$ cat src/rtl/cfg_frame_loader_pkg.sv
// Shared state encoding, header field layout and frame sizing for the
// configuration frame loader.
package cfg_pkg;

    typedef enum logic [2:0] {
        IDLE,
        LOAD,
        SETUP,
        STROBE,
        HOLD,
        ERR
    } cfg_state_t;

    // Header word layout: start frame address in the low half, frame count above it.
    localparam int ADDR_LSB = 0;
    localparam int ADDR_W   = 16;
    localparam int CNT_LSB  = 16;
    localparam int CNT_W    = 16;

    function automatic int frame_bits(input int data_w, input int words);
        return data_w * words;
    endfunction

endpackage

$ cat src/rtl/cfg_frame_loader_decoder.sv
// Registered binary-to-one-hot decoder; output is all zero unless en is high,
// and it clears asynchronously so the configuration latches close on reset.
module cfg_frame_decoder #(
    parameter int NUM_OUT = 64,
    parameter int IDX_W   = 16
) (
    input  logic               clk,
    input  logic               rn,
    input  logic               en,
    input  logic [IDX_W-1:0]   idx,
    output logic [NUM_OUT-1:0] onehot
);

    logic [NUM_OUT-1:0] dec;

    always_comb begin
        dec = '0;
        for (int i = 0; i < NUM_OUT; i++) begin
            dec[i] = en && (idx == IDX_W'(i));
        end
    end

    always_ff @(posedge clk or negedge rn) begin
        if (!rn) begin
            onehot <= '0;
        end else begin
            onehot <= dec;
        end
    end

endmodule

$ cat src/rtl/cfg_frame_loader.sv
// Configuration frame loader: assembles a word stream into frame-wide data and
// sequences setup, a one-hot latch-enable strobe and hold for each frame.
module cfg_frame_loader
    import cfg_pkg::*;
#(
    parameter int DATA_W          = 32,
    parameter int WORDS_PER_FRAME = 4,
    parameter int NUM_FRAMES      = 64,
    parameter int EN_CYCLES       = 2
) (
    input  logic                                            clk,
    input  logic                                            rn,
    input  logic [DATA_W-1:0]                               in_data,
    input  logic                                            in_valid,
    output logic                                            in_ready,
    input  logic                                            err_clr,
    output logic [frame_bits(DATA_W, WORDS_PER_FRAME)-1:0]  frame_data,
    output logic [NUM_FRAMES-1:0]                           frame_en,
    output logic                                            busy,
    output logic                                            done,
    output logic                                            err
);

    localparam int WCNT_W = (WORDS_PER_FRAME > 1) ? $clog2(WORDS_PER_FRAME) : 1;
    localparam int ECNT_W = (EN_CYCLES > 1) ? $clog2(EN_CYCLES) : 1;
    localparam int SUM_W  = ADDR_W + 1;

    localparam logic [WCNT_W-1:0] LAST_WORD   = WCNT_W'(WORDS_PER_FRAME - 1);
    localparam logic [ECNT_W-1:0] LAST_EN     = ECNT_W'(EN_CYCLES - 1);
    localparam logic [SUM_W-1:0]  FRAME_LIMIT = SUM_W'(NUM_FRAMES);

    cfg_state_t        state;
    logic [ADDR_W-1:0] cur;
    logic [CNT_W-1:0]  remaining;
    logic [WCNT_W-1:0] wcnt;
    logic [ECNT_W-1:0] ecnt;

    logic [ADDR_W-1:0] hdr_addr;
    logic [CNT_W-1:0]  hdr_cnt;
    logic [SUM_W-1:0]  hdr_sum;
    logic              hdr_bad;
    logic              strobe_next;

    // A word moves on a rising edge where in_valid and in_ready are both high;
    // in_ready depends only on state, never on in_valid.
    assign in_ready = (state == IDLE) || (state == LOAD) || (state == ERR);
    assign busy     = (state != IDLE) && (state != ERR);
    assign err      = (state == ERR);

    assign hdr_addr = in_data[ADDR_LSB +: ADDR_W];
    assign hdr_cnt  = in_data[CNT_LSB +: CNT_W];
    assign hdr_sum  = {1'b0, hdr_addr} + {1'b0, hdr_cnt};
    assign hdr_bad  = (hdr_cnt == '0) || (hdr_sum > FRAME_LIMIT);

    // The decoder registers its output, so it is fed the state of the next cycle.
    assign strobe_next = (state == SETUP) || ((state == STROBE) && (ecnt != LAST_EN));

    always_ff @(posedge clk or negedge rn) begin
        if (!rn) begin
            state      <= IDLE;
            cur        <= '0;
            remaining  <= '0;
            wcnt       <= '0;
            ecnt       <= '0;
            frame_data <= '0;
            done       <= 1'b0;
        end else begin
            done <= 1'b0;
            case (state)
                IDLE: begin
                    if (in_valid) begin
                        if (hdr_bad) begin
                            state <= ERR;
                        end else begin
                            state     <= LOAD;
                            cur       <= hdr_addr;
                            remaining <= hdr_cnt;
                            wcnt      <= '0;
                        end
                    end
                end
                LOAD: begin
                    if (in_valid) begin
                        for (int k = 0; k < WORDS_PER_FRAME; k++) begin
                            if (wcnt == WCNT_W'(k)) begin
                                frame_data[k*DATA_W +: DATA_W] <= in_data;
                            end
                        end
                        if (wcnt == LAST_WORD) begin
                            state <= SETUP;
                        end else begin
                            wcnt <= wcnt + 1'b1;
                        end
                    end
                end
                SETUP: begin
                    ecnt  <= '0;
                    state <= STROBE;
                end
                STROBE: begin
                    if (ecnt == LAST_EN) begin
                        state <= HOLD;
                    end else begin
                        ecnt <= ecnt + 1'b1;
                    end
                end
                HOLD: begin
                    if (remaining > CNT_W'(1)) begin
                        cur       <= cur + 1'b1;
                        remaining <= remaining - 1'b1;
                        wcnt      <= '0;
                        state     <= LOAD;
                    end else begin
                        state <= IDLE;
                        done  <= 1'b1;
                    end
                end
                ERR: begin
                    if (err_clr) begin
                        state <= IDLE;
                    end
                end
                default: state <= IDLE;
            endcase
        end
    end

    cfg_frame_decoder #(
        .NUM_OUT(NUM_FRAMES),
        .IDX_W  (ADDR_W)
    ) u_decoder (
        .clk   (clk),
        .rn    (rn),
        .en    (strobe_next),
        .idx   (cur),
        .onehot(frame_en)
    );

endmodule

$ cat config.mk
export PLATFORM = sky130hd
export DESIGN_NAME = cfg_frame_loader
export DESIGN_NICKNAME = d
export VERILOG_FILES = /design/src/rtl/cfg_frame_loader_pkg.sv /design/src/rtl/cfg_frame_loader_decoder.sv /design/src/rtl/cfg_frame_loader.sv
export SDC_FILE = /design/constraint.sdc
export NUM_CORES = 1
export LEC_CHECK = 0
export CAP_MARGIN = 5
export CORE_ASPECT_RATIO = 0.7
export CORE_MARGIN = 2
export CORE_UTILIZATION = 30
export DETAILED_ROUTE_END_ITERATION = 8
export HOLD_SLACK_MARGIN = 0.15
export PLACE_DENSITY = 0.6
export SLEW_MARGIN = 15
export SYNTH_ARGS = -nofsm -noshare
export SYNTH_HDL_FRONTEND = slang
export SYNTH_SLANG_ARGS = --single-unit
$ cat constraint.sdc
create_clock -name clk -period 3.2 [get_ports clk]
set_input_delay 0.32 -clock clk [delete_from_list [all_inputs] [get_ports clk]]
set_output_delay 0.32 -clock clk [all_outputs]
set_load 0.02 [all_outputs]
==> summary.md <==
| Metric | Value |
|---|---|
| CP top delay family | `compound AO/OA/AOI/OAI gates` |
| H-tree level count | `1` |
| Routed vias | `8,148` |
| Largest net degree at the start of global routing | `123` |
| Yosys synthesis warning count | `0` |
| Syn Inst Count | `886` |
| Clk_skew | `10.4 ps` |
| Finished Cell Area | `14,600 um^2` |
| Finished Layout Cells | `1,646` |
| Tcrit/Tclk final | `96.6%` |
| Detailed Routing Iterations Pass 1 | `5` |
| Core footprint | `33,400 um^2` |
| Switching part of the total | `35.1%` |
| Routed vias/inst | `4.95` |
| Count of cell types in the netlist | `56` |
| Core Rows | `56` |
| Clock power frac | `23.2%` |
| Clk Latency, worst-skew pair | `540 ps` |
| Final Setup Violations | `0` |
| CTS clk-pin slew, worst paths | `60 ps` |
| Tmin final | `3090 ps` |
| Outcome | `finished clean` |
| Initial core utilization | `30.4%` |
| Synth Register Bits | `231` |
| Critical-path cell list | `clkdlybuf4s50_1, ha_1, and3_1, a221oi_4, o21ai_2, a211oi_2, nand4_1, nor4_2, a21bo_2, buf_12, clkbuf_16, o21ai_1, a22o_1` |
| Num CTS Buffers | `24` |
| Die Y | `158 um` |
| DR DRC count | `0` |
| Worst Path Class, Setup | `in2reg` |
| Post-DRT Antenna Nets | `0` |
| Average wire per standard cell | `19.5 um` |
| R2R depth | `12` |
| Setup TNS | `0 ps` |
| Final Slew Violations | `0` |
| PwrDens | `908 nW/um^2` |
| CTS max path bufs | `3` |
| Main flop type after synthesis | `dfrtp_1` |
| Worst setup EP type | `flip-flop` |
| Combinational share of power | `41.1%` |
| Dpl ws | `-490 ps` |
| Critical Path Slowest Stage Cell | `clkdlybuf4s50_1` |
| Async SR Flop Fraction | `100%` |
| Crit path launch | `in_data[5]` |
| Sequential area share after synthesis | `57.0%` |
| Initial antenna violation count | `4` |
| Critical path launch point type | `input port` |
| DP Cell Count | `1,597` |
| I/O Buffers | `231` |
| DRT iter0 DRCs | `526` |
| Cell Area, Placed | `13,600 um^2` |
| Pint | `0.00860 W` |
| Switch Pwr | `0.00466 W` |
| Maxcap violations | `0` |
| Syn avg cell area | `11.4 um^2` |
| Area grow syn2layout | `44.0%` |
| Final setup margin | `108 ps` |
| FF-to-FF Start | `remaining[0]$_DFFE_PN0P_` |
| Max incr delay on CP | `670 ps` |
| Arr. time, crit path | `3520 ps` |
| Highest clock rate | `323 MHz` |
| CP Max Fanout | `6` |
| Static Leak | `6.24 nW` |
| R2r endpoint | `cur[13]$_DFFE_PN0P_` |
| IO Pins | `232` |
| Share of cells above drive strength 1 | `23.6%` |
| First-pass GRT wire length | `49,100 um` |
| Die area | `35,300 um^2` |
| Post-synth net total | `949` |
| WP depth | `13` |
| Synth area leaders | `dfrtp_1 (57%), mux2_2 (14%), nand2_1 (3.4%), nor2_1 (3.4%), ha_1 (3.2%)` |
| Top cells by count, synth | `dfrtp_1 (231), mux2_2 (129), nand2_1 (93), nor2_1 (91), a21oi_1 (59)` |
| Critical path required time | `3630 ps` |
| Final nets | `1,258` |
| Peak supply drop | `0.000543 V` |
| Clock sink total | `231` |
| Grt total ovfl | `0` |
| Synth top area share | `57.0%` |
| Yosys top cell by area | `dfrtp_1` |
| Worst min path class | `in2reg` |
| Post-synth EDFFs | `0` |
| Root buffer cell | `clkbuf_16` |
| CP bufs+invs | `3` |
| Routed wire length | `32,200 um` |
| DP Wirelength | `23,100 um` |
| Endpoints failing hold | `0` |
| All-layer global routing usage | `18.1%` |
| CTS tree | `done` |
| Reg2Reg Setup Slack | `500 ps` |
| Worst Tran Pin Value | `929 ps` |
| Power share of the sequential group | `35.8%` |
| Most frequent cell after synthesis | `dfrtp_1` |
| Setup crit end | `cur[13]$_DFFE_PN0P_` |
| Die width | `224 um` |
| Syn Std Cell Area | `10,100 um^2` |
| Max-slew headroom | `38.0%` |
| Gpl congestion | `0.898` |
| Number of global-route vias before repair | `8,081` |
==> per-layer routing <==
layer	vias to the layer above	track usage, %	wire (um)
li1	3760	-	-
met5	-	0	28
met2	264	26.0	13300
met3	40	7.09	3100
met1	4080	25.7	15200
met4	4	3.65	545
==> cell usage in the layout, fill, tap and decap left out, types with 3 or more instances in the layout <==
cell             synthesis  final
a211o_1                  5      5
a21o_1                   8      8
a21oi_1                 59     59
a22o_1                  10     10
a31oi_1                  3      3
and3_1                   3      3
buf_12                   0      7
buf_4                    1     87
buf_8                    0      3
bufinv_16                0      5
clkbuf_16                0     28
clkdlybuf4s50_1          0    225
clkinv_2                 0      5
dfrtp_1                231    231
dlymetal6s2s_1           0      5
ha_1                    26     25
inv_1                    9      9
mux2_2                 129    129
nand2_1                 93     89
nand2_2                  0      4
nand2b_1                 7      7
nand3_1                 25     25
nand4_1                 11     11
nor2_1                  91     91
nor3_1                  14     14
nor3b_1                  3      3
nor4_1                  10     10
o211ai_1                 5      5
o21ai_0                 33     33
o21ai_1                  4      3
o221ai_1                 3      3
o22ai_1                  8      8
o31ai_1                  5      5
or2_2                    3      3
xnor2_1                  4      4
xor2_1                   4      4
==> through the flow <==
| stage | power [W] | hold slack (ps) | utilization, % |
|---|---|---|---|
| 2_1_floorplan | 0.00752 | 24.4 | - |
| 3_3_place_gp | 0.0101 | 479 | 40.7 |
| 3_5_place_dp | 0.0102 | 490 | 40.7 |
| 4_1_cts | 0.0133 | 506 | 43.3 |
| 5_1_grt | 0.0140 | 267 | 43.8 |
| 6_report | 0.0133 | 276 | 43.8 |
==> power groups by stage <==
| stage | clock network, W | registers [W] | logic [W] |
|---|---|---|---|
| final | 0.00307 | 0.00474 | 0.00545 |
| after global routing | 0.00327 | 0.00488 | 0.00583 |
| after CTS | 0.00314 | 0.00474 | 0.00542 |
| after detailed placement | 0 | 0.00476 | 0.00539 |
| after global placement | 0 | 0.00473 | 0.00534 |
| after floorplan | 0 | 0.00557 | 0.00195 |
==> repair_timing <==
item                                    in CTS  in global routing
endpoints found under the hold margin      117                  0
buffers inserted                             0                  3
hold buffers                                 1                  0
endpoints found under the setup margin       0                 32
gates resized for setup                      0                 17
==> area by class of cell <==
| cell class | instances | area [um^2] |
|---|---|---|
| clock buffers | 29 | 661 |
| well taps | 435 | 544 |
| flip-flops and latches | 231 | 5780 |
| diodes | 1 | 2.50 |
| inverters | 9 | 33.8 |
| clock inverters | 12 | 191 |
| multi-input cells | 596 | 4130 |
| fillers | 3178 | 18800 |
| repair buffers | 333 | 3260 |
==> how the worst min path moves through the flow <==
stage / from / endpoint / slack (ps) / cells after the start
floorplan: rn / cur[0]$_DFFE_PN0P_ / 20 / 0
global placement: rn / frame_data[100]$_DFFE_PN0P_ / 480 / 1
detailed placement: rn / frame_data[100]$_DFFE_PN0P_ / 490 / 1
CTS: rn / frame_data[99]$_DFFE_PN0P_ / 510 / 2
global route: in_data[0] / frame_data[96]$_DFFE_PN0P_ / 270 / 3
finish: in_data[0] / frame_data[96]$_DFFE_PN0P_ / 280 / 3
==> tightest hold or removal path, stage by stage <==
cell            delay (ps)
dlymetal6s2s_1         110
buf_4                  190
mux2_2                 160
==> kinds of logic after synthesis <==
kind of cell	Yosys count	share of synthesized area (%)
AO/OA/AOI/OAI	161	10.1
XOR/XNOR	8	0.691
adder cells (fa/ha/maj)	27	3.41
buffers and inverters	59	2.53
flip-flops	231	57.0
multiplexers	131	14.5
AND/OR/NAND/NOR	269	11.7
==> state kept, by name, indices dropped and copies added (netlist names) <==
| register | cells |
|---|---|
| cur | 16 |
| done | 1 |
| ecnt | 1 |
| frame_data | 128 |
| remaining | 16 |
| state | 3 |
| u_decoder.onehot | 64 |
| wcnt | 2 |
(Power assumes the default switching activity.)
